`src/rtl/fifo_pkg.sv`:
```
// Shared definitions for the switch-path buffers: read-mode selectors and
// the address-width helper used to size pointers and storage.
package fifo_pkg;

  localparam int FIFO_MODE_STD  = 0;
  localparam int FIFO_MODE_FWFT = 1;

  function automatic int fifo_addr_width(input int depth);
    return (depth > 1) ? $clog2(depth) : 1;
  endfunction

endpackage

```
`src/rtl/fifo_flex_if.sv`:
```
// Handshake/data bundle between a FIFO producer/consumer (master) and the
// fifo_flex buffer (slave).
interface fifo_flex_if
  import fifo_pkg::*;
#(
  parameter int W_WIDTH    = 8,
  parameter int FIFO_DEPTH = 64
) ();

  localparam int AW = fifo_addr_width(FIFO_DEPTH);

  logic               flush;
  logic               wr_en;
  logic [W_WIDTH-1:0] data_in;
  logic               rd_en;
  logic [W_WIDTH-1:0] data_out;
  logic               rd_valid;
  logic               empty;
  logic               full;
  logic               almost_empty;
  logic               almost_full;
  logic [AW:0]        level;
  logic               overflow;
  logic               underflow;

  modport master (
    output flush, wr_en, data_in, rd_en,
    input  data_out, rd_valid, empty, full, almost_empty, almost_full,
           level, overflow, underflow
  );

  modport slave (
    input  flush, wr_en, data_in, rd_en,
    output data_out, rd_valid, empty, full, almost_empty, almost_full,
           level, overflow, underflow
  );

endinterface

```
`src/rtl/fifo_mem.sv`:
```
// Simple dual-port register array: one synchronous write port, one
// asynchronous read port. Contents are defined only by the owner's pointers.
module fifo_mem
  import fifo_pkg::*;
#(
  parameter int W_WIDTH    = 8,
  parameter int FIFO_DEPTH = 64,
  localparam int AW        = fifo_addr_width(FIFO_DEPTH)
) (
  input  logic               clk,
  input  logic               i_wr_en,
  input  logic [AW-1:0]      i_wr_addr,
  input  logic [W_WIDTH-1:0] i_wr_data,
  input  logic [AW-1:0]      i_rd_addr,
  output logic [W_WIDTH-1:0] o_rd_data
);

  logic [W_WIDTH-1:0] r_mem [FIFO_DEPTH];

  // NOTE: storage has no reset; pointers alone decide which words are valid,
  // so clearing the array would only add fan-out on rst_n.
  always_ff @(posedge clk) begin
    if (i_wr_en) r_mem[i_wr_addr] <= i_wr_data;
  end

  assign o_rd_data = r_mem[i_rd_addr];

endmodule

```
`src/rtl/fifo_flex.sv`:
```
// Parametrised synchronous FIFO with standard or first-word-fall-through read,
// fill level, almost thresholds, synchronous flush and overflow/underflow pulses.
module fifo_flex
  import fifo_pkg::*;
#(
  parameter int W_WIDTH    = 8,
  parameter int FIFO_DEPTH = 64,
  parameter int FWFT       = FIFO_MODE_STD,
  parameter int AF_LEVEL   = FIFO_DEPTH - 4,
  parameter int AE_LEVEL   = 4
) (
  input  logic      clk,
  input  logic      rst_n,
  fifo_flex_if.slave bus
);

  localparam int          AW      = fifo_addr_width(FIFO_DEPTH);
  localparam logic [AW:0] DEPTH_L = (AW+1)'(FIFO_DEPTH);
  localparam logic [AW:0] AF_L    = (AW+1)'(AF_LEVEL);
  localparam logic [AW:0] AE_L    = (AW+1)'(AE_LEVEL);

  if ((FIFO_DEPTH < 4) || ((FIFO_DEPTH & (FIFO_DEPTH - 1)) != 0) ||
      (AE_LEVEL >= AF_LEVEL)) begin : g_bad_cfg
    $fatal(1, "fifo_flex: FIFO_DEPTH must be a power of two >= 4 and AE_LEVEL < AF_LEVEL");
  end

  logic [AW:0]        r_wr_ptr;
  logic [AW:0]        r_rd_ptr;
  logic               r_overflow;
  logic               r_underflow;
  logic [AW:0]        w_level;
  logic               w_empty;
  logic               w_full;
  logic               w_wr_acc;
  logic               w_rd_acc;
  logic [W_WIDTH-1:0] w_mem_rd;

  // Flags come from registered pointers only; the extra wrap bit makes
  // the modular difference span 0..FIFO_DEPTH.
  assign w_level  = r_wr_ptr - r_rd_ptr;
  assign w_empty  = (w_level == '0);
  assign w_full   = (w_level == DEPTH_L);
  assign w_wr_acc = bus.wr_en && !w_full && !bus.flush;
  assign w_rd_acc = bus.rd_en && !w_empty && !bus.flush;

  // NOTE: sequential state uses non-blocking assignments so every register
  // samples the pre-edge values regardless of statement order.
  always_ff @(posedge clk or negedge rst_n) begin
    if (!rst_n) begin
      r_wr_ptr    <= '0;
      r_rd_ptr    <= '0;
      r_overflow  <= 1'b0;
      r_underflow <= 1'b0;
    end else if (bus.flush) begin
      r_wr_ptr    <= '0;
      r_rd_ptr    <= '0;
      r_overflow  <= 1'b0;
      r_underflow <= 1'b0;
    end else begin
      if (w_wr_acc) r_wr_ptr <= r_wr_ptr + 1'b1;
      if (w_rd_acc) r_rd_ptr <= r_rd_ptr + 1'b1;
      r_overflow  <= bus.wr_en && w_full;
      r_underflow <= bus.rd_en && w_empty;
    end
  end

  fifo_mem #(
    .W_WIDTH    (W_WIDTH),
    .FIFO_DEPTH (FIFO_DEPTH)
  ) u_mem (
    .clk       (clk),
    .i_wr_en   (w_wr_acc),
    .i_wr_addr (r_wr_ptr[AW-1:0]),
    .i_wr_data (bus.data_in),
    .i_rd_addr (r_rd_ptr[AW-1:0]),
    .o_rd_data (w_mem_rd)
  );

  if (FWFT == FIFO_MODE_FWFT) begin : g_fwft
    assign bus.data_out = w_empty ? '0 : w_mem_rd;
    assign bus.rd_valid = !w_empty;
  end else begin : g_std
    logic [W_WIDTH-1:0] r_data_out;
    logic               r_rd_valid;

    // data_out deliberately holds across idle cycles and flush.
    always_ff @(posedge clk or negedge rst_n) begin
      if (!rst_n) begin
        r_data_out <= '0;
        r_rd_valid <= 1'b0;
      end else begin
        r_rd_valid <= w_rd_acc;
        if (w_rd_acc) r_data_out <= w_mem_rd;
      end
    end

    assign bus.data_out = r_data_out;
    assign bus.rd_valid = r_rd_valid;
  end

  assign bus.empty        = w_empty;
  assign bus.full         = w_full;
  assign bus.almost_empty = (w_level <= AE_L);
  assign bus.almost_full  = (w_level >= AF_L);
  assign bus.level        = w_level;
  assign bus.overflow     = r_overflow;
  assign bus.underflow    = r_underflow;

endmodule

```
`src/flat_wrapper.sv`:
```
// flat-port wrapper written by rule: the top's interface ports become plain ports
module fifo_flex_flat import fifo_pkg::*;
#(
  parameter int W_WIDTH    = 8,
  parameter int FIFO_DEPTH = 64,
  parameter int FWFT       = FIFO_MODE_STD,
  parameter int AF_LEVEL   = FIFO_DEPTH - 4,
  parameter int AE_LEVEL   = 4
)
  (clk, rst_n, bus_flush, bus_wr_en, bus_data_in, bus_rd_en, bus_data_out, bus_rd_valid, bus_empty, bus_full, bus_almost_empty, bus_almost_full, bus_level, bus_overflow, bus_underflow);
  fifo_flex_if #(.W_WIDTH(W_WIDTH), .FIFO_DEPTH(FIFO_DEPTH)) bus_i ();
  input  logic clk;
  input  logic rst_n;
  input wire logic [$bits(bus_i.flush)-1:0] bus_flush;
  input wire logic [$bits(bus_i.wr_en)-1:0] bus_wr_en;
  input wire logic [$bits(bus_i.data_in)-1:0] bus_data_in;
  input wire logic [$bits(bus_i.rd_en)-1:0] bus_rd_en;
  output wire logic [$bits(bus_i.data_out)-1:0] bus_data_out;
  output wire logic [$bits(bus_i.rd_valid)-1:0] bus_rd_valid;
  output wire logic [$bits(bus_i.empty)-1:0] bus_empty;
  output wire logic [$bits(bus_i.full)-1:0] bus_full;
  output wire logic [$bits(bus_i.almost_empty)-1:0] bus_almost_empty;
  output wire logic [$bits(bus_i.almost_full)-1:0] bus_almost_full;
  output wire logic [$bits(bus_i.level)-1:0] bus_level;
  output wire logic [$bits(bus_i.overflow)-1:0] bus_overflow;
  output wire logic [$bits(bus_i.underflow)-1:0] bus_underflow;
  assign bus_i.flush = bus_flush;
  assign bus_i.wr_en = bus_wr_en;
  assign bus_i.data_in = bus_data_in;
  assign bus_i.rd_en = bus_rd_en;
  assign bus_data_out = bus_i.data_out;
  assign bus_rd_valid = bus_i.rd_valid;
  assign bus_empty = bus_i.empty;
  assign bus_full = bus_i.full;
  assign bus_almost_empty = bus_i.almost_empty;
  assign bus_almost_full = bus_i.almost_full;
  assign bus_level = bus_i.level;
  assign bus_overflow = bus_i.overflow;
  assign bus_underflow = bus_i.underflow;
  fifo_flex #(.W_WIDTH(W_WIDTH), .FIFO_DEPTH(FIFO_DEPTH), .FWFT(FWFT), .AF_LEVEL(AF_LEVEL), .AE_LEVEL(AE_LEVEL)) u_core (.clk(clk), .rst_n(rst_n), .bus(bus_i));
endmodule
```
`config.mk`:
```
export PLATFORM = sky130hd
export DESIGN_NAME = fifo_flex_flat
export DESIGN_NICKNAME = d
export VERILOG_FILES = /design/src/rtl/fifo_pkg.sv /design/src/rtl/fifo_flex_if.sv /design/src/rtl/fifo_mem.sv /design/src/rtl/fifo_flex.sv /design/src/flat_wrapper.sv
export SDC_FILE = /design/constraint.sdc
export NUM_CORES = 1
export LEC_CHECK = 0
export ABC_AREA = 0
export BUFFER_PORTS_ARGS = -buffer_cell sky130_fd_sc_hd__buf_2
export CELL_PAD_IN_SITES_DETAIL_PLACEMENT = 1
export CELL_PAD_IN_SITES_GLOBAL_PLACEMENT = 2
export CORE_MARGIN = 10
export CORE_UTILIZATION = 45
export CTS_CLUSTER_DIAMETER = 60
export DETAILED_ROUTE_END_ITERATION = 8
export PLACE_DENSITY = 0.84
export SETUP_SLACK_MARGIN = 0.1
export SLEW_MARGIN = 40
export SYNTH_ARGS = -nofsm -noshare
export SYNTH_HDL_FRONTEND = slang
export SYNTH_SLANG_ARGS = --single-unit
```
`constraint.sdc`:
```
create_clock -name clk -period 3.3 [get_ports clk]
set_clock_uncertainty 0.15 [all_clocks]
set_input_delay 0.165 -clock clk [delete_from_list [all_inputs] [get_ports clk]]
set_output_delay 0.165 -clock clk [all_outputs]
set_load 0.1 [all_outputs]
```
==> results.py, run 1 <==
metrics = {
    "outcome": {
        "status": "complete, but fails checks",
        "violations": "hold timing",
    },
    "pwr": {
        "power_frac_comb": 0.288,
        "ir_drop_uv": 620,
        "p_int_mw": 13.4,
        "switching_power_mw": 6.21,
        "sw_frac_of_total": 0.316,
        "p_total_mw": 19.7,
        "power.share.sequential": 0.391,
        "power_frac_clock": 0.322,
        "leakagePower_nw": 8.28,
        "pwr_density_cell_nw_per_um2": 765,
    },
    "worst_setup_path": {
        "crit_end": "bus_almost_full",
        "end_kind": "output pin",
        "r2r_slack_ns": 0.13,
        "criticalPathCategory": "reg -> out",
        "r2r_start": "u_core.r_wr_ptr[0]$_DFFE_PN0P_",
        "critPathMaxFanout": 5,
        "cp.required_ns": 2.98,
        "reg2reg_to": "u_core.u_mem.r_mem[17][2]$_DFFE_PP_",
        "start_kind": "flop",
        "rr_worst_depth": 13,
        "crit_start": "u_core.r_wr_ptr[0]$_DFFE_PN0P_",
        "arrival_ns": 2.89,
    },
    "cts": {
        "root_buffer": "clkbuf_16",
        "cts_tree": "yes",
        "tritoncts.num_buffers": 55,
        "clkSinkCount": 537,
        "clk_pin_slew_ns": 0.07,
        "clk_latency_ns": 0.61,
        "ctsHtreeMaxLevel": 2,
        "cts.path.max_buffers": 3,
    },
    "final_layout": {
        "area_delta_synth_final_pct": 20.3,
        "final_util": 0.549,
        "final_common_cell": "edfxtp_1",
        "fillCellCount": 4101,
        "most-common-layout-cells": "edfxtp_1 (512), mux4_2 (116), buf_4 (74), clkbuf_16 (58), mux2i_1 (37)",
        "drive_above_1_share": 0.333,
        "fin_nets": 1240,
    },
    "timing": {
        "fin_crit_ns": 3.20,
        "timing.final.crit_share": 0.970,
        "max_freq_mhz": 312,
        "slew_headroom": 0.411,
        "worst_pin_slew_ns": 0.884,
        "rsz0062_at_grt": "true",
        "final_hold_viol_count": 2,
        "fin_hold_ws_ns": -0.0152,
        "drv_slew": 0,
        "setup-violations-final": 0,
    },
    "floorplanning": {
        "die_y_microns": 238,
        "rows": 79,
        "initial_utilization": 0.457,
        "boundaryPins": 35,
        "coreArea_sq_um": 46800,
        "die-area_sq_um": 56600,
        "die_w_microns": 238,
    },
    "placement": {
        "dp_hpwl_microns": 34300,
        "io_buffers": 34,
        "gp_congestion": 0.828,
    },
    "logic_synthesis": {
        "synth_cell_types": 53,
        "synth_warnings": 0,
        "synth-edff-count": 512,
        "synthCells": 1082,
        "seq_area_frac_synth": 0.749,
        "synthFlopType": "edfxtp_1",
        "syn_avg_cell_area_sq_um": 19.7,
        "ys_ff_latch": 537,
        "syn_area_sq_um": 21300,
        "syn-num-nets": 1104,
        "ys_async_sr_fraction": 0.0466,
    },
    "routing": {
        "drt-pass1-iter-count": 5,
        "drc": 0,
        "via_per_inst": 6.04,
        "drt_iter0_markers": 1093,
        "ant_nets": 0,
        "routed_wirelength_microns": 55700,
        "vias": 11298,
        "avgRoutedWirePerCell_microns": 29.8,
    },
    "job": {
        "cap_violations": 0,
    },
    "global_route": {
        "grt.total_usage": 0.197,
        "grt_pass1_wl_microns": 82200,
        "antenna_found_initial": 1,
        "grt_pass1_vias": 12001,
        "grt_max_degree": 83,
        "grt-ovfl-total": 0,
    },
    "worst_hold_path": {
        "hold_class": "in -> reg",
    },
}
==> layout make-up <==
cell class / count / area (sq um) / share of cell area
inverters: 15 / 75.1 / 0.00292
well taps: 607 / 759 / 0.0296
multi-input cells: 477 / 5670 / 0.221
repair buffers: 132 / 1340 / 0.0521
flip-flops and latches: 537 / 16000 / 0.623
diodes: 1 / 2.50 / 0.0000974
clock buffers: 74 / 1530 / 0.0596
clock inverters: 27 / 303 / 0.0118
==> metal layers <==
layer,GRT usage,share of wire,vias up
met2,0.309,0.48,475
met4,0.0822,0.032,0
met1,0.267,0.41,5947
met5,0,0,-
li1,-,-,4773
met3,0.0368,0.078,103
==> timing repair <==
action                                  CTS  global route
endpoints found under the setup margin  146           448
hold buffers                              8             2
cloned                                    0             1
setup buffers                             4            13
endpoints found under the hold margin    40            81
pin swaps                                 2            22
resized for setup                        34            31
==> worst min-delay path by stage <==
stage | to | startpoint | slack (ns) | cells past startpoint
3_5_place_dp | u_core.r_rd_ptr[1]$_DFFE_PN0P_ | rst_n | 0.09 | 1
4_1_cts | u_core.u_mem.r_mem[43][5]$_DFFE_PP_ | bus_data_in[5] | 0.005 | 1
6_report | u_core.u_mem.r_mem[28][1]$_DFFE_PP_ | bus_data_in[1] | -0.02 | 1
2_1_floorplan | u_core.bus.data_out[0]$_DFFE_PN0P_ | rst_n | -0.28 | 0
3_3_place_gp | u_core.r_rd_ptr[4]$_DFFE_PN0P_ | rst_n | 0.1 | 1
5_1_grt | u_core.u_mem.r_mem[12][1]$_DFFE_PP_ | bus_data_in[1] | 0.03 | 1
==> critical path, stage by stage (launching register included) <==
cell and delay [ns]:
dfrtp_1 0.41, clkinv_4 0.07, ha_4 0.12, inv_2 0.03, fa_2 0.34, a21o_1 0.21, a21oi_4 0.16, nand4b_1 0.13
and3_4 0.22, inv_6 0.04, buf_12 0.13, a41o_4 0.24, buf_12 0.16
==> metrics by stage <==
| step | std cells | hold WS [ns] | setup slack [ns] | setup TNS, ns | cell area [sq um] |
|---|---|---|---|---|---|
| finish | 1870 | -0.0152 | 0.0976 | 0 | 25700 |
| CTS | 1854 | 0.00529 | 0.0348 | 0 | 25300 |
| detailed placement | 1741 | 0.0877 | -0.0749 | -2.78 | 23200 |
| global route | 1869 | 0.0342 | 0.00640 | 0 | 25700 |
| global placement | 1741 | 0.0982 | 0.0624 | 0 | 23200 |
| floorplan | 1082 | -0.281 | -0.144 | -20.75 | 21900 |
==> cells in the mapped netlist (2+ instances only) <==
cell type | n | area (sq um)
a21o_1 | 2 | 15.0
a21oi_1 | 29 | 145
a221oi_1 | 15 | 131
a22o_1 | 14 | 123
a22oi_1 | 13 | 97.6
a41oi_1 | 3 | 26.3
and3_4 | 2 | 22.5
buf_1 | 3 | 11.3
buf_2 | 14 | 70.1
buf_4 | 9 | 67.6
buf_6 | 9 | 101
clkbuf_1 | 18 | 67.6
clkinv_1 | 3 | 11.3
dfrtp_1 | 25 | 626
edfxtp_1 | 512 | 15400
ha_1 | 8 | 100
inv_1 | 10 | 37.5
mux2i_1 | 37 | 370
mux4_2 | 116 | 2610
nand2_1 | 27 | 101
nand2b_1 | 3 | 18.8
nand3_1 | 11 | 55.1
nand3b_1 | 3 | 22.5
nand4_1 | 7 | 43.8
nand4b_1 | 2 | 17.5
nor2_1 | 60 | 225
nor2b_1 | 5 | 31.3
nor3_1 | 39 | 195
o211ai_1 | 2 | 15.0
o21ai_0 | 30 | 150
o221a_2 | 3 | 33.8
o221ai_1 | 9 | 78.8
o22ai_1 | 4 | 25.0
or3_1 | 9 | 56.3
xnor2_1 | 6 | 52.6
xor2_1 | 3 | 26.3
==> sequential cells by signal, summed over array words and instances (netlist names) <==
register              flops
u_core.bus.underflow      1
u_core.bus.overflow       1
u_core.bus.rd_valid       1
u_core.bus.data_out       8
u_core.u_mem.r_mem      512
u_core.r_rd_ptr           7
u_core.r_wr_ptr           7
==> logic make-up after synthesis <==
group / count (synthesis) / share of synthesized area
flops: 537 / 0.749
simple gates: 172 / 0.0390
mux: 155 / 0.141
compound gates: 132 / 0.0436
buf+inv: 68 / 0.0176
xor+xnor: 9 / 0.00369
fa+ha+maj: 9 / 0.00563
==> power by group through the flow <==
stage	sequential, mW	combinational (mW)	clock [mW]
after floorplan	8.15	3.35	0
after global placement	7.81	5.26	0
after detailed placement	7.81	5.36	0
after CTS	7.67	5.52	6.42
after global routing	7.68	5.92	6.69
final	7.68	5.65	6.32
No activity file was read; power rests on OpenSTA's default activity.
==> run 2, diff against run 1 <==
--- a/config.mk
+++ b/config.mk
@@ -5,12 +5,11 @@
 export SDC_FILE = /design/constraint.sdc
 export NUM_CORES = 1
 export LEC_CHECK = 0
-export ABC_AREA = 0
+export ABC_AREA = 1
 export BUFFER_PORTS_ARGS = -buffer_cell sky130_fd_sc_hd__buf_2
 export CELL_PAD_IN_SITES_DETAIL_PLACEMENT = 1
 export CELL_PAD_IN_SITES_GLOBAL_PLACEMENT = 2
-export CORE_MARGIN = 10
-export CORE_UTILIZATION = 45
+export CORE_UTILIZATION = 38
 export CTS_CLUSTER_DIAMETER = 60
 export DETAILED_ROUTE_END_ITERATION = 8
 export PLACE_DENSITY = 0.84
==> results.py, run 2 <==
metrics = {
    "routing": {
        "routed_wirelength_microns": 71200,
        "vias": 16640,
        "drt_iter0_markers": 1213,
        "wl_met1_microns": 30800,
        "via_per_inst": 5.18,
        "ant_nets": 0,
        "drt-pass1-iter-count": 5,
        "highest_layer": "met4",
        "avgRoutedWirePerCell_microns": 22.1,
        "drc": 0,
        "wl_met3_microns": 3510,
        "wl_met2_microns": 34900,
    },
    "cts": {
        "cts.path.max_buffers": 3,
        "cts_tree": "yes",
        "ctsHtreeMaxLevel": 2,
        "clk_pin_slew_ns": 0.06,
        "clk_latency_ns": 0.61,
        "tritoncts.num_buffers": 58,
        "root_buffer": "clkbuf_16",
        "clkSinkCount": 537,
    },
    "pwr": {
        "leakagePower_nw": 11.3,
        "p_total_mw": 19.6,
        "ir_drop_uv": 478,
        "pwr_density_cell_nw_per_um2": 703,
    },
    "worst_setup_path": {
        "criticalPathCategory": "reg -> out",
        "critPathMaxFanout": 4,
        "cp.required_ns": 2.98,
        "end_kind": "output pin",
        "arrival_ns": 2.88,
        "start_kind": "flop",
    },
    "placement": {
        "pre_cts_ws_ns": 0.0724,
        "gp_congestion": 0.855,
        "placed_area_sq_um": 25200,
        "dp_hpwl_microns": 43500,
        "io_buffers": 34,
    },
    "timing": {
        "fin_crit_ns": 3.19,
        "final_hold_viol_count": 0,
        "timing.final.crit_share": 0.967,
        "worst_pin_slew_ns": 0.844,
        "drv_slew": 0,
        "max_freq_mhz": 313,
        "rsz0062_at_grt": "true",
        "slew_headroom": 0.437,
        "setup-violations-final": 0,
        "layout_setup_ws_ns": 0.108,
    },
    "final_layout": {
        "largest_reg_flops": 512,
        "fillCellCount": 6617,
        "area_delta_synth_final_pct": 17.8,
        "most-common-layout-cells": "nand2_1 (743), edfxtp_1 (512), nand3_1 (274), inv_1 (272), nor2_1 (167)",
        "fin_nets": 2407,
        "postLayoutCellArea_sq_um": 27800,
        "drive_above_1_share": 0.121,
        "diodes": 0,
        "regMostFlops": "u_core.u_mem.r_mem",
        "final_common_cell": "nand2_1",
    },
    "logic_synthesis": {
        "ys_top_cells_by_area": "edfxtp_1 (65%), nand2_1 (12%), nand3_1 (5.9%)",
        "syn_area_sq_um": 23600,
        "synth_top_area_share": 0.651,
        "synthCells": 2318,
        "synth.most_common_cell": "nand2_1",
        "ys_async_sr_fraction": 0.0466,
        "synth-edff-count": 512,
        "synth_warnings": 0,
        "synth_cell_types": 32,
        "seq_area_frac_synth": 0.678,
        "ys_ff_latch": 537,
        "synthFlopType": "edfxtp_1",
        "yosys.area.top_type": "edfxtp_1",
        "syn-num-nets": 2340,
        "syn_avg_cell_area_sq_um": 10.2,
        "synth_common_cells": "nand2_1 (744), edfxtp_1 (512), nand3_1 (278)",
    },
    "floorplanning": {
        "die-area_sq_um": 63100,
        "initial_utilization": 0.388,
        "boundaryPins": 35,
        "rows": 90,
        "die_w_microns": 251,
        "coreArea_sq_um": 60800,
        "die_y_microns": 251,
    },
    "global_route": {
        "grt_pass1_vias": 17444,
        "grt-ovfl-total": 0,
        "grt_max_degree": 153,
        "antenna_found_initial": 1,
        "grt.total_usage": 0.225,
        "grt_pass1_wl_microns": 106000,
    },
    "outcome": {
        "status": "complete, no violations",
    },
    "job": {
        "cap_violations": 0,
    },
    "worst_hold_path": {
        "hold_class": "in -> reg",
    },
}
==> run 2: layout make-up <==
class / instances / area (sq um) / area share
clock inverters: 35 / 462 / 0.0166
clock buffers: 73 / 1530 / 0.0550
multi-input cells: 1394 / 6560 / 0.236
well taps: 782 / 978 / 0.0352
flip-flops and latches: 537 / 16000 / 0.576
inverters: 278 / 1050 / 0.0378
repair buffers: 116 / 1220 / 0.0440
==> run 2: what timing repair did <==
item,CTS,global route
hold endpoints to repair,77,28
pin swaps,2,18
cloned,0,0
hold buffers,9,1
buffers inserted,3,13
endpoints found under the setup margin,20,468
gates resized for setup,4,48
==> run 2: through the flow <==
stage                      util  hold slack (ns)  cells  TNS (ns)
after floorplan               -           -0.281   2318    -0.108
after global placement    0.414           0.0666   3081         0
after detailed placement  0.414           0.0754   3081         0
after CTS                 0.450          0.00946   3201         0
after global routing      0.457           0.0353   3215  -0.00954
final                     0.457           0.0425   3215         0
==> run 2: per-layer routing <==
layer  vias up  track usage
met2       465        0.386
met4         0       0.0683
met5         -            0
met1      8320        0.297
met3       113       0.0285
li1       7742            -
==> run 2: critical path, stage by stage (launching register included) <==
cell	delay (ns)
dfrtp_1	0.39
inv_1	0.09
ha_1	0.15
inv_1	0.07
fa_2	0.41
nand2_1	0.13
nand3_2	0.10
xnor2_2	0.23
buf_4	0.19
nand3_1	0.12
nor3_4	0.18
buf_12	0.20
==> run 2: kinds of logic (layout without fill, tap and decap cells) <==
logic type      after synthesis  in the layout  synth area share
buf+inv                     387            502            0.0701
fa+ha+maj                     9              9           0.00509
xor+xnor                      8              8           0.00329
flops                       537            537             0.678
compound gates               93             93            0.0197
simple gates               1284           1284             0.224
==> run 2: worst paths after layout <==
| path | start | endpoint | slack, ns | cells after the start |
|---|---|---|---|---|
| setup / recovery | u_core.r_wr_ptr[0]$_DFFE_PN0P_ | bus_almost_empty | 0.11 | 11 |
| hold / removal | bus_data_in[4] | u_core.u_mem.r_mem[58][4]$_DFFE_PP_ | 0.04 | 1 |
| setup reg to reg | u_core.r_wr_ptr[0]$_DFFE_PN0P_ | u_core.u_mem.r_mem[54][4]$_DFFE_PP_ | 0.13 | 13 |
| hold reg to reg | u_core.r_rd_ptr[5]$_DFFE_PN0P_ | u_core.r_rd_ptr[5]$_DFFE_PN0P_ | 0.40 | 2 |
| max in group asynchronous | rst_n | u_core.r_rd_ptr[0]$_DFFE_PN0P_ | 2.34 | 4 |
| min in group asynchronous | rst_n | u_core.bus.overflow$_DFF_PN0_ | 0.46 | 4 |
==> run 2: power by group <==
part | internal (mW) | leakage, nW | total, mW | switching [mW]
logic | 1.34 | 5.40 | 5.07 | 3.73
registers | 7.55 | 4.93 | 7.65 | 0.105
clock network | 4.14 | 0.965 | 6.83 | 2.69
total | 13.0 | 11.3 | 19.6 | 6.53
